--- src/rtl/ifu_fetch.sv ---
// Registered instruction fetch stage: owns the fetch PC, issues word reads to imem,
// buffers {pc, inst} for the decoder and squashes stale fetches on a redirect.
module ifu_fetch #(
    parameter int unsigned       ADDR_W = 64,
    parameter int unsigned       INST_W = 32,
    parameter int unsigned       DEPTH  = 2,
    parameter logic [ADDR_W-1:0] PC_RST = 64'h8000_0000
) (
    input  logic              clk,
    input  logic              rst,
    output logic              imem_req_valid,
    input  logic              imem_req_ready,
    output logic [ADDR_W-1:0] imem_req_addr,
    input  logic              imem_resp_valid,
    input  logic [INST_W-1:0] imem_resp_data,
    input  logic              redirect_valid,
    input  logic [ADDR_W-1:0] redirect_pc,
    output logic              out_valid,
    input  logic              out_ready,
    output logic [INST_W-1:0] out_inst,
    output logic [ADDR_W-1:0] out_pc
);

    localparam int unsigned PTR_W = $clog2(DEPTH);
    localparam int unsigned CNT_W = $clog2(DEPTH + 1);
    localparam int unsigned OCC_W = CNT_W + 2;

    // Handshakes: a transfer happens on a posedge where valid & ready are both high;
    // once raised, valid and its payload stay stable until that transfer, and valid
    // never depends combinationally on ready.
    logic [ADDR_W-1:0] fetchPc;
    logic              reqValid;
    logic [ADDR_W-1:0] reqAddr;
    logic [CNT_W-1:0]  inflight;
    logic [CNT_W-1:0]  drop;
    logic [CNT_W-1:0]  fifoCount;
    logic [PTR_W-1:0]  fifoRd;
    logic [PTR_W-1:0]  fifoWr;
    logic [PTR_W-1:0]  pqRd;
    logic [PTR_W-1:0]  pqWr;
    logic [INST_W-1:0] instMem [DEPTH];
    logic [ADDR_W-1:0] pcMem   [DEPTH];
    logic [ADDR_W-1:0] pcQueue [DEPTH];

    logic              accept;
    logic              respTaken;
    logic              push;
    logic              pop;
    logic              issue;
    logic              reqPendingNext;
    logic [CNT_W-1:0]  inflightNext;
    logic [OCC_W-1:0]  occ;
    logic [1:0]        unusedRedirectLow;

    assign unusedRedirectLow = redirect_pc[1:0];

    always_comb begin
        accept         = reqValid & imem_req_ready;
        respTaken      = imem_resp_valid & (inflight != '0);
        pop            = (fifoCount != '0) & out_ready;
        push           = respTaken & ~redirect_valid & (drop == '0);
        reqPendingNext = reqValid & ~imem_req_ready;
        inflightNext   = inflight + CNT_W'(accept) - CNT_W'(respTaken);
        // Every pending or in-flight fetch must have a guaranteed FIFO slot; only an
        // entry leaving the FIFO this cycle frees space early.
        occ   = OCC_W'(fifoCount) - OCC_W'(pop) + OCC_W'(inflight) + OCC_W'(reqValid);
        issue = ~redirect_valid & ~reqPendingNext & (occ < OCC_W'(DEPTH));
    end

    always_ff @(posedge clk or negedge rst) begin
        if (!rst) begin
            fetchPc   <= PC_RST;
            reqValid  <= 1'b0;
            reqAddr   <= PC_RST;
            inflight  <= '0;
            drop      <= '0;
            fifoCount <= '0;
            fifoRd    <= '0;
            fifoWr    <= '0;
            pqRd      <= '0;
            pqWr      <= '0;
            for (int i = 0; i < DEPTH; i++) begin
                instMem[i] <= '0;
                pcMem[i]   <= PC_RST;
                pcQueue[i] <= PC_RST;
            end
        end else begin
            if (accept) begin
                pcQueue[pqWr] <= reqAddr;
                pqWr          <= pqWr + PTR_W'(1);
            end
            if (respTaken) begin
                pqRd <= pqRd + PTR_W'(1);
            end
            inflight <= inflightNext;

            if (issue) begin
                reqValid <= 1'b1;
                reqAddr  <= fetchPc;
            end else if (accept) begin
                reqValid <= 1'b0;
            end

            if (redirect_valid) begin
                fetchPc   <= {redirect_pc[ADDR_W-1:2], 2'b00};
                drop      <= inflightNext + CNT_W'(reqPendingNext);
                fifoCount <= '0;
                fifoRd    <= '0;
                fifoWr    <= '0;
            end else begin
                if (issue) begin
                    fetchPc <= fetchPc + ADDR_W'(4);
                end
                if (respTaken && (drop != '0)) begin
                    drop <= drop - CNT_W'(1);
                end
                if (push) begin
                    instMem[fifoWr] <= imem_resp_data;
                    pcMem[fifoWr]   <= pcQueue[pqRd];
                    fifoWr          <= fifoWr + PTR_W'(1);
                end
                if (pop) begin
                    fifoRd <= fifoRd + PTR_W'(1);
                end
                fifoCount <= fifoCount + CNT_W'(push) - CNT_W'(pop);
            end
        end
    end

    always_ff @(posedge clk) begin
        if (rst) begin
            assert (!(push && !pop && (fifoCount == CNT_W'(DEPTH))));
        end
    end

    assign imem_req_valid = reqValid;
    assign imem_req_addr  = reqAddr;
    assign out_valid      = (fifoCount != '0);
    assign out_inst       = instMem[fifoRd];
    assign out_pc         = pcMem[fifoRd];

endmodule

--- config.mk ---
export PLATFORM = sky130hd
export DESIGN_NAME = ifu_fetch
export DESIGN_NICKNAME = d
export VERILOG_FILES = /design/src/rtl/ifu_fetch.sv
export SDC_FILE = /design/constraint.sdc
export NUM_CORES = 1
export LEC_CHECK = 0
export ABC_CLOCK_PERIOD_IN_PS = 3800
export BUFFER_PORTS_ARGS = -buffer_cell sky130_fd_sc_hd__buf_2
export CAP_MARGIN = 25
export CORE_MARGIN = 10
export CORE_UTILIZATION = 58
export CTS_CLUSTER_SIZE = 12
export DETAILED_ROUTE_END_ITERATION = 7
export PLACE_DENSITY_LB_ADDON = 0.25
export SLEW_MARGIN = 20
export SYNTH_ARGS = -nofsm -noshare
export SYNTH_HDL_FRONTEND = slang
export SYNTH_SLANG_ARGS = --single-unit
--- constraint.sdc ---
create_clock -name clk -period 3.8 [get_ports clk]
set_input_delay 0.76 -clock clk [delete_from_list [all_inputs] [get_ports clk]]
set_output_delay 0.76 -clock clk [all_outputs]
set_load 0.03 [all_outputs]
Yosys cells after proc, flatten, opt, wreduce, memory -nomap -nowiden. Index checks and enable logic that the tools add are counted.

Bits in registers: 459. Output and inout bits: 162. Bits of input ports: 102.

Reduce and logical (&&, ||, !) cells: 13. Bitwise operators: 15. Add/subtract/negate cells: 14. Mux-type cells: 29. $lt $le $gt $ge: 7.

Operators by type and width (count): 64-bit 2-to-1 mux (10); 128-bit bitwise mux (2); 64-bit demux with 1-bit select (2); 32-bit 2-to-1 mux (4); 64-bit by 3-bit adder with 64-bit output, second input constant (1); 64-bit bitwise mux (1); 32-bit demux with 1-bit select (1); 2-bit nonzero test (8); 1-bit AND (8); 2-bit >= comparator, second input constant (4); 1-bit NOT with 2-bit output (4); 2-bit by 1-bit adder with 2-bit output (3); 1-bit 2-to-1 mux (6); 2-bit 2-to-1 mux (3); 1-bit adder, second input constant (4); 3-bit by 3-bit adder with 4-bit output (1); 4-bit by 1-bit adder with 4-bit output (1); 2-bit by 1-bit less-than comparator with 1-bit output, second input constant (2); 4-bit by 2-bit less-than comparator with 1-bit output, second input constant (1); 2-bit by 1-bit subtractor with 2-bit output (2); 1-bit logical AND (3); 1-bit NOT (3); 2-bit by 1-bit subtractor with 3-bit output (1); 2-bit zero test (1); other kinds (2) (2).

Depth between registers and ports, before layout. Gate-level depths: netlist (run 1).

Depth in word-level cells: 9. Depth in mapped cells: 14.

Least setup slack after synthesis (run 1). Ideal clock, no wire load.

Kind: flip-flop to flip-flop. Start point: register fifoCount[0]. End point: register fetchPc[53]. Path buffers: 0. Library setup time: 0.124 ns. Data arrival time: 3.323 ns. Required time: 3.676 ns. Stages on the path, launching flop included: 12. Clock period less this slack: 3.447 ns. Slack: 0.353 ns. Cell sequence: dfrtp_1 > or2_2 > nand2_1 > mux2i_1 > ha_1 > a21oi_1 > inv_1 > fa_1 > nor3_2 > nand4_1 > or4_1 > a211o_1.

Longest elaborated chain between the ends: 8.

Ends and longest elaborated chain: from (decl) (RTL line 36) `logic [CNT_W-1:0] fifoCount;`; from (signal assigned) (RTL line 125) `fifoCount <= fifoCount + CNT_W'(push) - CNT_W'(pop);`; 2-bit nonzero test; named net out_valid (RTL line 18) `output logic out_valid,`; 1-bit AND (RTL line 60) `pop = (fifoCount != '0) & out_ready;`; 2-bit by 1-bit subtractor with 3-bit output (RTL line 66) `occ = OCC_W'(fifoCount) - OCC_W'(pop) + OCC_W'(inflight) + OCC_W'(reqValid);`; 3-bit by 3-bit adder with 4-bit output (RTL line 66); 4-bit by 1-bit adder with 4-bit output (RTL line 66); 4-bit by 2-bit less-than comparator with 1-bit output (RTL line 67) `issue = ~redirect_valid & ~reqPendingNext & (occ < OCC_W'(DEPTH));`; 1-bit AND (RTL line 67); 2-bit nonzero test (no line); to (signal assigned) (RTL line 105) `fetchPc <= {redirect_pc[ADDR_W-1:2], 2'b00};`; to (signal assigned) (RTL line 112) `fetchPc <= fetchPc + ADDR_W'(4);`; to (decl) (RTL line 31) `logic [ADDR_W-1:0] fetchPc;`.

The timed path passes the listed nets, and every way through them passes these cells. A chain may end at the register's enable or synchronous reset.

Final worst setup path (run 1).
Start point: register fifoCount[0]. End point: register fetchPc[41].

Longest elaborated chain between the ends: 8.

Ends and longest elaborated chain (RTL line): 2-bit nonzero test (60); 1-bit AND (60); 2-bit by 1-bit subtractor with 3-bit output (*) (66); 3-bit by 3-bit adder with 4-bit output (*) (66); 4-bit by 1-bit adder with 4-bit output (*) (66); 4-bit by 2-bit less-than comparator with 1-bit output (*) (67); 1-bit AND (*) (67); 2-bit nonzero test (no line) (*).

Every way passes the cells marked *; elsewhere a longest branch is shown, timed or not.

==> results.json, run 1 <==
{
  "switching_share_pct": 38.44,
  "wl_um": 51430,
  "p_comb_share_pct": 40.2,
  "crit_buf_inv": 2,
  "rsz0062_at_grt": "no",
  "cp_slowest_cell": "or4_1",
  "viasPerCell": 5.958,
  "critPathTopFamily": "simple AND/OR/NAND/NOR gates",
  "grt_max_degree": 94,
  "relSlewSlack_pct": 48.54,
  "drc": 0,
  "fin_setup_tns_ps": 0,
  "hold_viol_final": 0,
  "p_sw_mw": 7.987,
  "worstPathCellList": "or2_2 > nand2_1 > mux2i_1 > ha_1 > a21oi_1 > inv_1 > fa_2 > nor3_2 > nand4_1 > buf_6 > or4_1 > a31oi_1",
  "p_per_area_nw_per_um2": 886.2,
  "clk_latency_ps": 560,
  "hpwlAfterDp_um": 34850,
  "critPathKind": "reg2reg",
  "cp-start-kind": "register",
  "r2r_start": "fifoCount[0]",
  "cts_num_sinks": 447,
  "die_area_um2": 42820,
  "worstPathArrival_ps": 4060,
  "area_growth_pct": 15.67,
  "cts.reportedPaths.clkPinSlew_ps": 60,
  "yosys-top-cells-area": "dfrtp_1 54%, mux2_2 19%, mux2i_1 3.2%, o21ai_0 2.2%, nand2_1 2.1%",
  "drv_cap": 0,
  "syn_area_per_cell_um2": 11.94,
  "layout_commonest_cell": "dfrtp_1",
  "fin_skew_ps": 14.74,
  "tightest_slew_ps": 771.8,
  "status": "finished, final reports clean",
  "ys_seq_area_share_pct": 55.22,
  "drt_iter0_markers": 1033,
  "htreeDepth": 2,
  "core_um2": 34540,
  "peakVddDrop_uv": 536.8,
  "p_clk_share_pct": 20.2,
  "min_period_ps": 3597,
  "rrSetupSlack_ps": 200,
  "mostFrequentLayoutCells": "439 x dfrtp_1, 344 x mux2_2, 257 x buf_2, 112 x nand2_1, 106 x nor2_1",
  "wire_per_inst_um": 21.38,
  "fin_hold_ws_ps": 261.0,
  "num-fill-cells": 2599,
  "slowest_delay_ps": 470,
  "clock.fmax_ghz": 0.2780,
  "synth_cell_type_count": 61,
  "postCtsHoldBufs": 0,
  "tritoncts": "yes",
  "p_int_mw": 12.79,
  "cp.depth": 12,
  "synth_area_um2": 20270,
  "hold_class": "in2async",
  "seqPwrFrac_pct": 39.6,
  "crit_start": "fifoCount[0]",
  "ioPinCount": 264,
  "maxSlewViolCount": 0,
  "globalplace.congestion": 0.8772,
  "synth_edf_count": 0,
  "die_h_um": 206.9,
  "setup_viol": 0,
  "cts_buffers": 45,
  "cts_root_buf": "clkbuf_16",
  "fin_crit_sh_pct": 94.66,
  "dpl.cell_count": 2333,
  "p_leak_nw": 10.59,
  "start_util_pct": 58.68,
  "synth_warnings": 0,
  "ant_nets": 0,
  "drtPass1Iterations": 5,
  "grt_usage_pct": 23.72,
  "worstPathMaxFanout": 10,
  "num_rows": 68,
  "postSynthCellCount": 1698,
  "final_nets": 2040,
  "synth_async_sr_flop_share_pct": 100.0,
  "antenna_cells": 0,
  "port_buffers": 257,
  "yosys.area.top_type": "dfrtp_1",
  "r2r_cells": 12,
  "die_x_um": 206.9,
  "ys.flop_type": "dfrtp_1",
  "clockBufferDepth": 3,
  "synth_seq_cells": 447,
  "grt-ovfl-total": 0,
  "antenna_found_initial": 0,
  "synth_top_area_share_pct": 54.44,
  "vias": 14330,
  "grt_pass1_vias": 14480,
  "drive_above_1_share_pct": 37.33,
  "utilization_pct": 67.88,
  "required_ps": 4260,
  "grt_pass1_wl_um": 80660,
  "end_kind": "register",
  "final_cells": 2405
}
==> sequential cells by signal, summed over array words and instances (netlist names) <==
register        flops
instMem            64
drop                2
fetchPc            62
inflight            2
fifoRd              1
pqRd                1
imem_req_valid      1
pcMem             124
fifoCount           2
fifoWr              1
pqWr                1
pcQueue           124
imem_req_addr      62
==> power groups by stage <==
stage          registers (mW)  logic [mW]  clock network [mW]
2_1_floorplan            8.32        5.58                   0
5_1_grt                  8.49        8.99                4.47
3_3_place_gp             8.14        8.18                   0
6_report                 8.23        8.35                4.19
3_5_place_dp             8.29        8.36                   0
4_1_cts                  8.23        8.43                4.26
==> repair_timing <==
item | 4_1_cts | 5_1_grt
gates resized for setup | 0 | 3
endpoints found under the setup margin | 0 | 11
buffers inserted | 0 | 1
==> worst paths after layout <==
path	end
min in group clk	fetchPc[13]
max in group asynchronous	fetchPc[39]
min reg2reg	pcMem[78]
max reg2reg	fetchPc[41]
min	instMem[45]
max	fetchPc[41]
==> layout make-up <==
class	instances	area, um^2	share of cell area (%)
clock inverter	4	48.80	0.2081
clock buffer	66	1318	5.619
multi-input combinational	1117	8499	36.25
sequential	447	11200	47.77
tap	455	569.3	2.428
inverter	18	67.56	0.2882
timing repair buffer	298	1743	7.434
==> synth_stat cells (7+ instances only) <==
master,count
a21oi_1,74
a22o_1,10
a31oi_1,28
and3_1,14
and4_1,7
buf_1,23
buf_2,34
clkbuf_1,48
dfrtp_1,441
ha_1,10
inv_1,16
mux2_2,344
mux2i_1,64
nand2_1,112
nand3_1,44
nand4_1,34
nor2_1,108
nor2b_1,18
nor3_1,10
nor4_1,14
o21ai_0,89
o31ai_1,30
or3_1,9
or4_1,21
xnor2_1,15
xor2_1,9
==> kinds of logic after synthesis <==
group,Yosys count,synth area share [%]
DFF,447,55.22
and+or+nand+nor,413,10.11
muxes,408,22.27
AOI/OAI and AO/OA,257,7.494
buffers and inverters,137,3.130
xor gates and xnor gates,24,1.037
adders and majority gates,11,0.7161
other,1,0.01850
==> stage by stage <==
step	total power [mW]	worst slack [ps]	cell area [um^2]
floorplan	13.90	353.4	20280
global placement	16.31	186.4	22050
detailed placement	16.65	37.99	22050
CTS	20.91	133.3	23420
global route	21.94	21.81	23450
finish	20.78	202.8	23450
==> per-layer routing <==
metal | part of all wire [%] | vias up | GRT usage [%] | routed length (um)
met5 | 0 | - | 0 | 0
met4 | 2.4 | 0 | 6.701 | 1210
met3 | 6.1 | 83 | 4.245 | 3113
met2 | 46 | 463 | 36.80 | 23890
met1 | 45 | 7209 | 33.78 | 23210
li1 | - | 6575 | - | -
Note: power is estimated with default switching activity, not from simulation.
==> run 2: changes to the inputs <==
- CORE_UTILIZATION: 58 -> 60
- CTS_BUF_LIST: default -> sky130_fd_sc_hd__clkbuf_8
==> results.json, run 2 (synthesis gave the netlist of run 1 again) <==
{
  "tightest_slew_ps": 814.7,
  "rrSetupSlack_ps": 320,
  "die_h_um": 203.8,
  "cts_buffers": 74,
  "maxSlewViolCount": 0,
  "top_regs": "pcMem: 124 flops, pcQueue: 124 flops, instMem: 64 flops",
  "fin_hold_ws_ps": 200.1,
  "antenna_found_initial": 1,
  "globalplace.congestion": 0.9041,
  "hold_viol_final": 0,
  "grt_pass1_vias": 14730,
  "setup_slack_ps": 321.0,
  "ctsResizeCount": 0,
  "hold_class": "in2async",
  "cp_slowest_cell": "fa_1",
  "worstPathArrival_ps": 3950,
  "die_x_um": 203.8,
  "postCtsHoldBufs": 0,
  "slowest_delay_ps": 430,
  "stdcell_area_um2": 23540,
  "utilization_pct": 70.37,
  "final_nets": 2069,
  "area_growth_pct": 16.12,
  "placed_area_um2": 22080,
  "drv_cap": 0,
  "final_cells": 2463,
  "port_buffers": 257,
  "crit_buf_inv": 3,
  "worstPathCellList": "or2_2 > nand2_1 > mux2i_1 > ha_1 > a21oi_1 > inv_1 > fa_1 > o221ai_2 > buf_4 > nand2_1 > nor2_4 > buf_12 > mux2_2",
  "mostFrequentLayoutCells": "439 x dfrtp_1, 344 x mux2_2, 256 x buf_2, 112 x nand2_1, 106 x nor2_1",
  "dp_slack_ps": 174.8,
  "worstPathMaxFanout": 46,
  "viasPerCell": 5.924,
  "tritoncts": "yes",
  "fin_crit_sh_pct": 91.55,
  "cts.reportedPaths.clkPinSlew_ps": 60,
  "required_ps": 4270,
  "cp_common_cell": "nand2_1",
  "grt_max_degree": 95,
  "clockBufferDepth": 3,
  "grt_usage_pct": 24.45,
  "drtPass1Iterations": 6,
  "p_per_area_nw_per_um2": 878.4,
  "fin_setup_tns_ps": 0,
  "end_kind": "register",
  "layout_commonest_cell": "dfrtp_1",
  "hpwlAfterDp_um": 35000,
  "dpl.cell_count": 2328,
  "drive_above_1_share_pct": 38.38,
  "r2r_start": "fifoCount[0]",
  "drc": 0,
  "critPathTopFamily": "simple AND/OR/NAND/NOR gates",
  "setup_viol": 0,
  "ioPinCount": 264,
  "grt_pass1_wl_um": 81660,
  "status": "finished, final reports clean",
  "die_area_um2": 41530,
  "cts_num_sinks": 447,
  "start_util_pct": 60.60,
  "cp-start-kind": "register",
  "clk_latency_ps": 600,
  "drt_iter0_markers": 1060,
  "rsz0062_at_grt": "no",
  "r2r_cells": 13,
  "core_um2": 33450,
  "fin_skew_ps": 24.24,
  "relSlewSlack_pct": 45.69,
  "critPathKind": "reg2reg",
  "wire_per_inst_um": 20.95,
  "cts_root_buf": "clkbuf_8",
  "finalPower_mw": 20.67,
  "ant_nets": 0,
  "vias": 14590,
  "wl_um": 51600,
  "postCtsSetupBuffers": 0,
  "num_rows": 67,
  "clock.fmax_ghz": 0.2874,
  "grt-ovfl-total": 0,
  "htreeDepth": 3,
  "regToRegEndpoint": "imem_req_addr[55]",
  "p_leak_nw": 10.79,
  "peakVddDrop_uv": 620.7,
  "min_period_ps": 3479
}
run 2: cell types whose count changed in the layout (fill, tap and decap cells not counted), moves of 2 or more:
cell	change
inv_6	+2
clkinvlp_4	+2
buf_12	+2
clkbuf_16	-47
inv_1	+30
clkinv_2	+7
clkbuf_8	+82
clkbuf_1	-12
run 2: worst max path at each step:
stage	cells past startpoint	endpoint	startpoint
2_1_floorplan	11	fetchPc[53]	fifoCount[0]
3_3_place_gp	12	fetchPc[53]	out_ready
3_5_place_dp	12	fetchPc[53]	out_ready
4_1_cts	12	fetchPc[53]	fifoCount[0]
5_1_grt	13	fetchPc[28]	fifoCount[0]
6_report	13	imem_req_addr[55]	fifoCount[0]
run 2: layer usage:
layer / share of wire, % / global-route usage (%)
met1: 44 / 33.11
met5: 0 / 0
met3: 7.4 / 5.807
met4: 1.8 / 6.875
met2: 47 / 38.70
run 2: layout make-up:
cell class / instances / area (um^2)
flip-flops and latches: 447 / 11200
fillers: 2427 / 9911
multi-input cells: 1117 / 8486
repair buffers: 298 / 1767
clock buffers: 89 / 1225
well taps: 448 / 560.5
clock inverters: 45 / 229.0
inverters: 18 / 67.56
diodes: 1 / 2.502
run 2: power breakdown:
| group | internal, mW | leakage (nW) | total (mW) | switching (mW) |
|---|---|---|---|---|
| clock | 2.20 | 0.863 | 4.09 | 1.89 |
| sequential | 6.79 | 5.39 | 8.22 | 1.43 |
| combinational | 3.55 | 4.54 | 8.37 | 4.82 |
run 2: worst register-to-register path, cell delays in order, from the launching register on:
cell and delay, ps:
dfrtp_1 410, or2_2 310, nand2_1 90, mux2i_1 80, ha_1 270, a21oi_1 190, inv_1 70, fa_1 430
o221ai_2 270, buf_4 200, nand2_1 150, nor2_4 170, buf_12 260, mux2_2 460
